<file path="src/rtl/oam_dma_controller.sv">
// oam_dma_controller: OAM DMA bus master; copies BYTES_PER_XFER bytes from {src_hi,8'h00} to DEST_BASE.
// Optional macro OAM_DMA_HRAM_PASSTHRU_EN lets CPU HRAM accesses through during DMA, stalling the copy.
module oam_dma_controller #(
    parameter int          BYTES_PER_XFER = 160,
    parameter logic [15:0] DEST_BASE      = 16'hFE00,
    parameter int          RD_LATENCY     = 1,
    parameter int          START_DELAY    = 1
) (
    input  logic        clock,
    input  logic        reset,
    input  logic [15:0] A_cpu,
    input  logic [7:0]  Di_cpu,
    output logic [7:0]  Do_cpu,
    input  logic        rd_cpu_n,
    input  logic        wr_cpu_n,
    output logic [15:0] A,
    output logic [7:0]  Do,
    input  logic [7:0]  Di,
    output logic        rd_n,
    output logic        wr_n,
    output logic        dma_active
);
    typedef enum logic [1:0] {IDLE, DELAY, READ, WRITE} state_t;
    localparam logic [8:0] LAST_IDX = 9'(BYTES_PER_XFER);
    localparam logic [2:0] DLY_LAST = 3'(START_DELAY > 0 ? START_DELAY - 1 : 0);
    localparam logic [1:0] LAT_LAST = 2'(RD_LATENCY - 1);
    localparam state_t START_STATE = START_DELAY > 0 ? DELAY : READ;
    state_t state, state_nx;
    logic [7:0] src_hi, src_hi_nx, idx, idx_nx, data_q, data_nx;
    logic [2:0] dly_cnt, dly_nx;
    logic [1:0] lat_cnt, lat_nx;
    logic reg_wr, reg_rd, owns, stall, bus_cpu;
    logic [8:0] idx_inc;
    assign reg_wr = !wr_cpu_n && A_cpu == 16'hFF46;
    assign reg_rd = !rd_cpu_n && A_cpu == 16'hFF46;
    assign owns = state == READ || state == WRITE;
`ifdef OAM_DMA_HRAM_PASSTHRU_EN
    assign stall = owns && (!rd_cpu_n || !wr_cpu_n) && A_cpu >= 16'hFF80 && A_cpu != 16'hFFFF;
`else
    assign stall = 1'b0;
`endif
    // the CPU owns the bus outside READ/WRITE, and for a stalled HRAM cycle
    assign bus_cpu = !owns || stall;
    assign idx_inc = {1'b0, idx} + 9'd1;
    assign dma_active = state != IDLE;
    assign A = bus_cpu ? A_cpu : state == READ ? {src_hi, idx} : DEST_BASE + {8'h00, idx};
    assign Do = bus_cpu ? Di_cpu : state == READ ? 8'hFF : data_q;
    assign rd_n = bus_cpu ? rd_cpu_n : state != READ;
    assign wr_n = bus_cpu ? wr_cpu_n : state != WRITE;
    assign Do_cpu = reg_rd ? src_hi : bus_cpu ? Di : 8'hFF;
    always_comb begin
        state_nx = state;
        src_hi_nx = src_hi;
        idx_nx = idx;
        data_nx = data_q;
        dly_nx = dly_cnt;
        lat_nx = lat_cnt;
        if (reg_wr) begin
            src_hi_nx = Di_cpu;
            idx_nx = 8'h00;
            dly_nx = 3'd0;
            lat_nx = 2'd0;
            state_nx = START_STATE;
        end else if (!stall) begin
            case (state)
                DELAY: begin
                    dly_nx = dly_cnt == DLY_LAST ? 3'd0 : dly_cnt + 3'd1;
                    state_nx = dly_cnt == DLY_LAST ? READ : DELAY;
                end
                READ: begin
                    lat_nx = lat_cnt == LAT_LAST ? 2'd0 : lat_cnt + 2'd1;
                    data_nx = lat_cnt == LAT_LAST ? Di : data_q;
                    state_nx = lat_cnt == LAT_LAST ? WRITE : READ;
                end
                WRITE: begin
                    idx_nx = idx_inc[7:0];
                    state_nx = idx_inc == LAST_IDX ? IDLE : READ;
                end
                default: ;
            endcase
        end
    end
    always_ff @(posedge clock or posedge reset) begin
        if (reset) begin
            state <= IDLE;
            src_hi <= 8'h00;
            idx <= 8'h00;
            data_q <= 8'h00;
            dly_cnt <= 3'd0;
            lat_cnt <= 2'd0;
        end else begin
            state <= state_nx;
            src_hi <= src_hi_nx;
            idx <= idx_nx;
            data_q <= data_nx;
            dly_cnt <= dly_nx;
            lat_cnt <= lat_nx;
        end
    end
endmodule

</file>
<file path="config.mk">
export PLATFORM = sky130hd
export DESIGN_NAME = oam_dma_controller
export DESIGN_NICKNAME = d
export VERILOG_FILES = /design/src/rtl/oam_dma_controller.sv
export SDC_FILE = /design/constraint.sdc
export NUM_CORES = 1
export LEC_CHECK = 0
export CORE_MARGIN = 8
export CORE_UTILIZATION = 45
export DETAILED_ROUTE_END_ITERATION = 7
export PLACE_DENSITY = 0.81
export SLEW_MARGIN = 5
export SYNTH_ARGS = -nofsm -noshare
export SYNTH_HDL_FRONTEND = slang
export SYNTH_SLANG_ARGS = --single-unit
</file>
<file path="constraint.sdc">
create_clock -name clock -period 2.58 [get_ports clock]
set_clock_uncertainty 0.1 [all_clocks]
set_input_delay 0.516 -clock clock [delete_from_list [all_inputs] [get_ports clock]]
set_output_delay 0.516 -clock clock [all_outputs]
set_load 0.03 [all_outputs]
</file>
[Word-level counts from Yosys, hierarchy flattened]
Index checks and enable logic that the tools add are counted.
Word-level totals
  register bits: 31
  input port bits: 36
Operators by class
  add/sub/neg operators: 4
  eq/ne operators: 7
  muxes and demuxes: 21
  bitwise operators: 1
  reductions and logical operators: 13
Operators by type and width (count)
  $mux W8: 6
  $mux W16: 2
  $eq A16 B16 Y1 const B: 1
  $mux W2: 6
  $add A10 B9 Y11 const A: 1
  $add A8 B1 Y9 const B: 1
  $eq A9 B8 Y1 const B: 1
  $mux W3: 3
  $reduce_bool A2 Y1: 4
  $pmux W2 S3: 1
  $eq A2 B2 Y1 const B: 2
  $ne A2 B2 Y1 const B: 2
  $reduce_bool A4 Y1: 1
  $add A3 B1 Y3 const B: 1
  $logic_not A3 Y1: 1
  $mux W1: 3
  $reduce_and A3 Y1: 1
  $add A2 B1 Y2 const B: 1
  $eq A2 B1 Y1 const B: 1
  $logic_and A1 B1 Y1: 2
  $logic_not A1 Y1: 2
  $logic_not A2 Y1: 1
  $logic_or A1 B1 Y1: 1
  $not A1 Y1: 1

[Longest topological paths before layout]
Gate-level depths: netlist of run 1.
  word-level depth: 5
  gate-level depth with buffers: 6

[Worst setup path after synthesis of run 1]
No wires, ideal clock.
  path type: input -> output
  start point: in A_cpu[5]
  end point: out Do_cpu[7]
  arrival: 1.959 ns
  slack: 0.005 ns
  stages: 5
  path through: or4b_1 -> or4_1 -> buf_6 -> nor3_1 -> a21oi_1
On the way
  cells in the longest elaborated chain, start to end: 3
RTL lines
  start: declaration: line 11  | input logic [15:0] A_cpu,
  $eq A16 B16 Y1: line 35  | assign reg_rd = !rd_cpu_n && A_cpu == 16'hFF46;
  $logic_and A1 B1 Y1: line 35
  $mux W8: line 50  | assign Do_cpu = reg_rd ? src_hi : bus_cpu ? Di : 8'hFF;
  end: declaration: line 13  | output logic [7:0] Do_cpu,
No other way between the ends.

[Worst setup path after layout of run 1]
  start point: in A_cpu[0]
  end point: out Do_cpu[0]
The elaborated chain is that of the path after synthesis.

==> flow_metrics.py, run 1 <==
metrics = {
    "clock_network": {
        "hold_buffers": 0,
        "cts_root_buffer": "clkbuf_8",
        "cts_sinks": 31,
        "cts_htree_levels": 2,
        "cts-buffers-inserted": 5,
        "clock_latency_ns": 0.28,
        "cts_buffer_depth": 2,
        "cts_tree": "built",
        "clk_pin_slew_ns": 0.06,
    },
    "routing": {
        "dr.pass1.iters": 4,
        "finalWirelength_um": 6090,
        "antenna_left": 0,
        "vias_per_cell": 5.44,
        "wl_per_cell_um": 17.4,
        "first_iter_violations": 111,
        "drc": 0,
        "vias": 1905,
    },
    "cells_and_area": {
        "final_area_um2": 2980,
        "drive_gt1_share_pct": 33.3,
        "synthToLayoutAreaGrowth_pct": 54.9,
        "fin_nets": 341,
        "diodes": 0,
        "n_fill_cell": 297,
        "multi_input_area_um2": 1100,
        "seq_area_um2": 776,
    },
    "global_route": {
        "grt_use_met2_pct": 30.5,
        "antenna_found_initial": 0,
        "grt_pass1_vias": 1897,
        "grt_max_degree": 32,
        "grtUsageMet1_pct": 22.3,
        "grt_first_pass_wirelength_um": 9540,
        "grt_busiest_layer": "met2",
        "use_met3_pct": 4.42,
        "grt.total_usage_pct": 18.7,
        "grt-ovfl-total": 0,
    },
    "place": {
        "dp_hpwl_um": 4490,
        "placed_area_um2": 2810,
        "dp_slack_ns": -1.04,
        "place_congestion": 0.828,
        "port_buffers": 70,
    },
    "synth": {
        "avgSynthCellArea_um2": 9.33,
        "syn_nets": 247,
        "yosys.area.top_type": "dfrtp_1",
        "synth.area.top_cells": "dfrtp_1 (40%), mux2_2 (14%), nor2_1 (5.9%)",
        "yosysUniqueCellTypes": 36,
        "netlist_area_um2": 1920,
        "yosysSeqAreaShare_pct": 40.4,
        "async_reset_ff_share_pct": 100,
        "yosysWarningCount": 0,
        "yosysMostFrequentCell": "dfrtp_1",
        "synth.top_cell.area_share_pct": 40.4,
        "synth_cells": 206,
        "synth_edf_count": 0,
        "ys_top_cells_by_count": "dfrtp_1 (31), nor2_1 (30), mux2_2 (24), inv_1 (16), a21oi_1 (14)",
        "synth-seq-cells": 31,
        "ys.flop_type": "dfrtp_1",
    },
    "sta": {
        "setup_violations": 8,
        "finalHoldViolCount": 0,
        "tightest_slew_ns": 0.398,
        "rsz0062_at_grt": "yes",
        "maxSlewViolCount": 0,
        "fin_ws_ns": -0.185,
        "holdWs_ns": 0.407,
        "period_share_pct": 107,
        "timing.final.crit_period_ns": 2.76,
        "max_freq_mhz": 362,
        "slew-limit-headroom_pct": 73.5,
    },
    "die": {
        "ios": 71,
        "die_w_um": 81.4,
        "rows": 23,
        "dieArea_um2": 6620,
        "core_area_um2": 4060,
        "initial_utilization_pct": 47.4,
        "die_h_um": 81.4,
    },
    "critical_path": {
        "r2r_start": "state[1]",
        "r2r_setup_slack_ns": 0.57,
        "reg2reg_depth": 7,
        "worst-path-stages": 7,
        "cpMaxStageDelayCell": "or4b_4",
        "crit_type": "in2out",
        "cp.arrival_ns": 2.15,
        "slowest_delay_ns": 0.52,
        "cp_top_family": "simple AND/OR/NAND/NOR gates",
        "crit_fanout": 4,
        "path_cells": "buf_6, or4b_4, or4_4, buf_16, nor3_2, a21oi_1, buf_4",
        "end_kind": "output pin",
        "critPathLaunchType": "primary input",
        "required_ns": 1.96,
        "endpoint": "Do_cpu[0]",
        "r2r-end": "data_q[2]",
        "cp_num_buf_inv": 3,
        "critPathLaunch": "A_cpu[0]",
    },
    "power_and_ir_drop": {
        "power.density_nw_per_um2": 808,
        "peakVddDrop_v": 0.000596,
        "p_leak_uw": 0.00142,
    },
    "job": {
        "drv_cap": 0,
    },
    "status": {
        "status": "finished with violations",
        "violations": "setup timing",
    },
    "worst_hold_path": {
        "hold_class": "reg2reg",
    },
}
-- sequential cells by signal (all words and copies together) (netlist names) --
signal	flops
state	2
src_hi	8
data_q	8
dly_cnt	3
lat_cnt	2
idx	8
-- repair_timing --
item                                    in CTS  in global routing
gates cloned                                 1                  0
endpoints found under the setup margin      21                 10
buffers inserted                             3                  0
gates resized for setup                     96                  6
pin swaps                                    5                  0
-- kinds of logic after synthesis --
family / share of synthesized area [%]
buf+inv: 5.86
mux: 15.6
compound gates: 11.3
fa+ha+maj: 3.26
flops: 40.4
xor+xnor: 3.19
simple gates: 20.4
-- final cells by class --
class                           instances  area share [%]
Clock buffer                            6            2.77
Clock inverter                          1           0.168
Inverter                               16            2.02
Multi-Input combinational cell        147            36.9
Sequential cell                        31            26.1
Tap cell                               50            2.10
Timing Repair Buffer                   99            30.0
-- metrics by stage --
step / power, uW / std cells / TNS (ns) / utilization (%)
after floorplan: 1510 / 206 / 0 / -
after global placement: 2030 / 339 / -12.40 / 69.2
after detailed placement: 2060 / 339 / -12.71 / 69.2
after CTS: 2430 / 350 / -1.25 / 72.9
after global routing: 2540 / 350 / -1.56 / 73.4
final: 2410 / 350 / -1.21 / 73.4
-- worst min path at each step --
stage | start | endpoint | slack, ns | cells after the start
2_1_floorplan | data_q[2] | data_q[2] | 0.38 | 1
3_3_place_gp | data_q[5] | data_q[5] | 0.39 | 1
3_5_place_dp | data_q[4] | data_q[4] | 0.39 | 1
4_1_cts | data_q[4] | data_q[4] | 0.41 | 1
5_1_grt | data_q[4] | data_q[4] | 0.42 | 1
6_report | data_q[4] | data_q[4] | 0.41 | 1
-- power by group --
part | leakage (uW) | switching, uW | internal (uW)
sequential | 0.000378 | 131 | 625
combinational | 0.000992 | 678 | 590
clock | 0.0000470 | 176 | 209
total | 0.00142 | 984 | 1420
-- metal layers --
metal  vias up  routed length [um]  part of all wire (%)
met5         -                   0                     0
met1       933                2510                    41
met2        54                3040                    50
met3        11                 380                   6.2
li1        907                   -                     -
met4         0                 155                   2.5
-- placed cells by master (no fill, tap or decap), types with 3 or more instances in the layout --
master / count
a21oi_1: 14
a31oi_1: 6
buf_4: 45
buf_6: 3
clkbuf_8: 6
clkdlybuf4s50_1: 27
dfrtp_1: 31
dlygate4sd2_1: 16
dlymetal6s2s_1: 3
ha_1: 5
inv_1: 16
mux2_2: 24
mux2i_1: 3
nand2_1: 7
nand3_1: 4
nand4_1: 3
nor2_1: 30
nor3_1: 3
nor3_2: 8
o22a_1: 8
xor2_1: 5
-- worst reg2reg max path, delay by kind of cell, from the launching register on --
kind                   cells  cell delay (ns)
DFF                        1             0.41
buffers and inverters      3             0.58
muxes                      1             0.28
AOI/OAI and AO/OA          1             0.09
and+or+nand+nor            2             0.42
Note: power is estimated with default switching activity, not from simulation.
==> inputs of run 2 (changes only) <==
--- a/config.mk
+++ b/config.mk
@@ -13,3 +13,4 @@
 export SYNTH_ARGS = -nofsm -noshare
 export SYNTH_HDL_FRONTEND = slang
 export SYNTH_SLANG_ARGS = --single-unit
+export TNS_END_PERCENT = 20
==> run 2 against run 1 <==
Compared with the run above: the flow still finishes with violations (setup timing); non-clock buffer count is the same; combinational power about the same; power is essentially flat; wire length down 0.41%; global-route usage unchanged; first-iteration DRC count is 0.90% higher; critical endpoint unchanged.
==> flow_metrics.py, run 2 (synthesized netlist as in run 1, its figures left out) <==
metrics = {
    "routing": {
        "vias_per_cell": 5.40,
        "vias": 1890,
        "antenna_left": 0,
        "first_iter_violations": 112,
        "drc": 0,
        "wl_per_cell_um": 17.3,
        "dr.pass1.iters": 4,
        "finalWirelength_um": 6060,
    },
    "die": {
        "die_h_um": 81.4,
        "core_area_um2": 4060,
        "dieArea_um2": 6620,
        "die_w_um": 81.4,
        "ios": 71,
        "rows": 23,
        "initial_utilization_pct": 47.4,
    },
    "global_route": {
        "grt_pass1_vias": 1897,
        "grt_first_pass_wirelength_um": 9540,
        "grt.total_usage_pct": 18.7,
        "antenna_found_initial": 0,
        "grt_max_degree": 32,
        "grt-ovfl-total": 0,
    },
    "critical_path": {
        "r2r_setup_slack_ns": 0.60,
        "required_ns": 1.96,
        "reg2reg_depth": 6,
        "crit_fanout": 4,
        "critPathLaunch": "A_cpu[0]",
        "cp.arrival_ns": 2.15,
        "end_kind": "output pin",
        "r2r_start": "state[0]",
        "critPathLaunchType": "primary input",
        "r2r-end": "data_q[2]",
        "crit_type": "in2out",
        "endpoint": "Do_cpu[0]",
    },
    "cells_and_area": {
        "synthToLayoutAreaGrowth_pct": 54.4,
        "post-route-util_pct": 73.1,
        "fin_nets": 341,
        "diodes": 0,
        "layout_common_cells": "buf_4 (45), dfrtp_1 (31), nor2_1 (30), clkdlybuf4s50_1 (30), mux2_2 (24)",
        "reg.largest.list": "data_q (8), idx (8), src_hi (8)",
        "mostFrequentLayoutCell": "buf_4",
        "n_fill_cell": 300,
        "finalNonFillerCells": 350,
        "drive_gt1_share_pct": 33.0,
    },
    "place": {
        "place_inst": 339,
        "place_congestion": 0.828,
        "dp_hpwl_um": 4490,
        "port_buffers": 70,
    },
    "sta": {
        "tightest_slew_ns": 0.397,
        "rsz0062_at_grt": "yes",
        "setup_violations": 8,
        "fin_ws_ns": -0.187,
        "max_freq_mhz": 361,
        "tns_ns": -1.21,
        "maxSlewViolCount": 0,
        "period_share_pct": 107,
        "finalHoldViolCount": 0,
        "slew-limit-headroom_pct": 73.5,
        "timing.final.crit_period_ns": 2.77,
    },
    "clock_network": {
        "cts_sinks": 31,
        "clk_pin_slew_ns": 0.06,
        "cts_root_buffer": "clkbuf_8",
        "cts_htree_levels": 2,
        "cts-buffers-inserted": 5,
        "clock_latency_ns": 0.28,
        "cts_buffer_depth": 2,
        "hold_buffers": 0,
        "cts_tree": "built",
    },
    "status": {
        "status": "finished with violations",
        "violations": "setup timing",
    },
    "power_and_ir_drop": {
        "peakVddDrop_v": 0.000594,
        "p_leak_uw": 0.00139,
        "power.density_nw_per_um2": 811,
    },
    "job": {
        "drv_cap": 0,
    },
    "worst_hold_path": {
        "hold_class": "reg2reg",
    },
}
## run 2: changes by cell type in the layout (fill, tap and decap cells not counted), sizes merged
cell / delta
dlymetal6s2s: -3
clkdlybuf4s50: +3
## run 2: repair_timing
action	4_1_cts	5_1_grt
cloned	1	0
resized for setup	96	2
setup endpoints to repair	21	10
buffers inserted	3	0
pin swaps	5	0
## run 2: layout make-up
cell class	count	area (um^2)	share of cell area [%]
clock inverter	1	5.00	0.169
sequential	31	776	26.1
clock buffer	6	82.6	2.78
inverter	16	60.1	2.02
tap	50	62.6	2.11
timing repair buffer	99	885	29.8
multi-input combinational	147	1100	37.0
## run 2: metrics by stage
stage	power [uW]	hold slack, ns	cell area (um^2)	worst slack, ns
2_1_floorplan	1510	0.379	1920	0.00487
3_3_place_gp	2030	0.389	2810	-1.01
3_5_place_dp	2060	0.393	2810	-1.04
4_1_cts	2430	0.409	2960	-0.201
5_1_grt	2550	0.416	2970	-0.223
6_report	2410	0.407	2970	-0.187
## run 2: worst min path at each step
stage	start	to	slack, ns	depth (start not counted)
6_report	data_q[4]	data_q[4]	0.41	1
5_1_grt	data_q[4]	data_q[4]	0.42	1
4_1_cts	data_q[4]	data_q[4]	0.41	1
3_5_place_dp	data_q[4]	data_q[4]	0.39	1
3_3_place_gp	data_q[5]	data_q[5]	0.39	1
2_1_floorplan	data_q[2]	data_q[2]	0.38	1
## run 2: metal layers
layer,wire length [um],part of all wire (%),global-route usage [%]
met5,0,0,0
met4,156,2.6,9.64
met3,376,6.2,4.42
met2,3050,50,30.5
met1,2480,41,22.3
## run 2: critical path, stage by stage
cell and delay, ns:
buf_6 0.09, or4b_4 0.52, or4_4 0.48, buf_16 0.17, nor3_2 0.14, a21oi_1 0.06
buf_4 0.17
## run 2: power breakdown
part	internal (uW)	leakage (uW)	switching [uW]	total [uW]
registers	625	0.000378	129	754
logic	592	0.000964	676	1270
clock network	209	0.0000470	176	385
total	1430	0.00139	981	2410
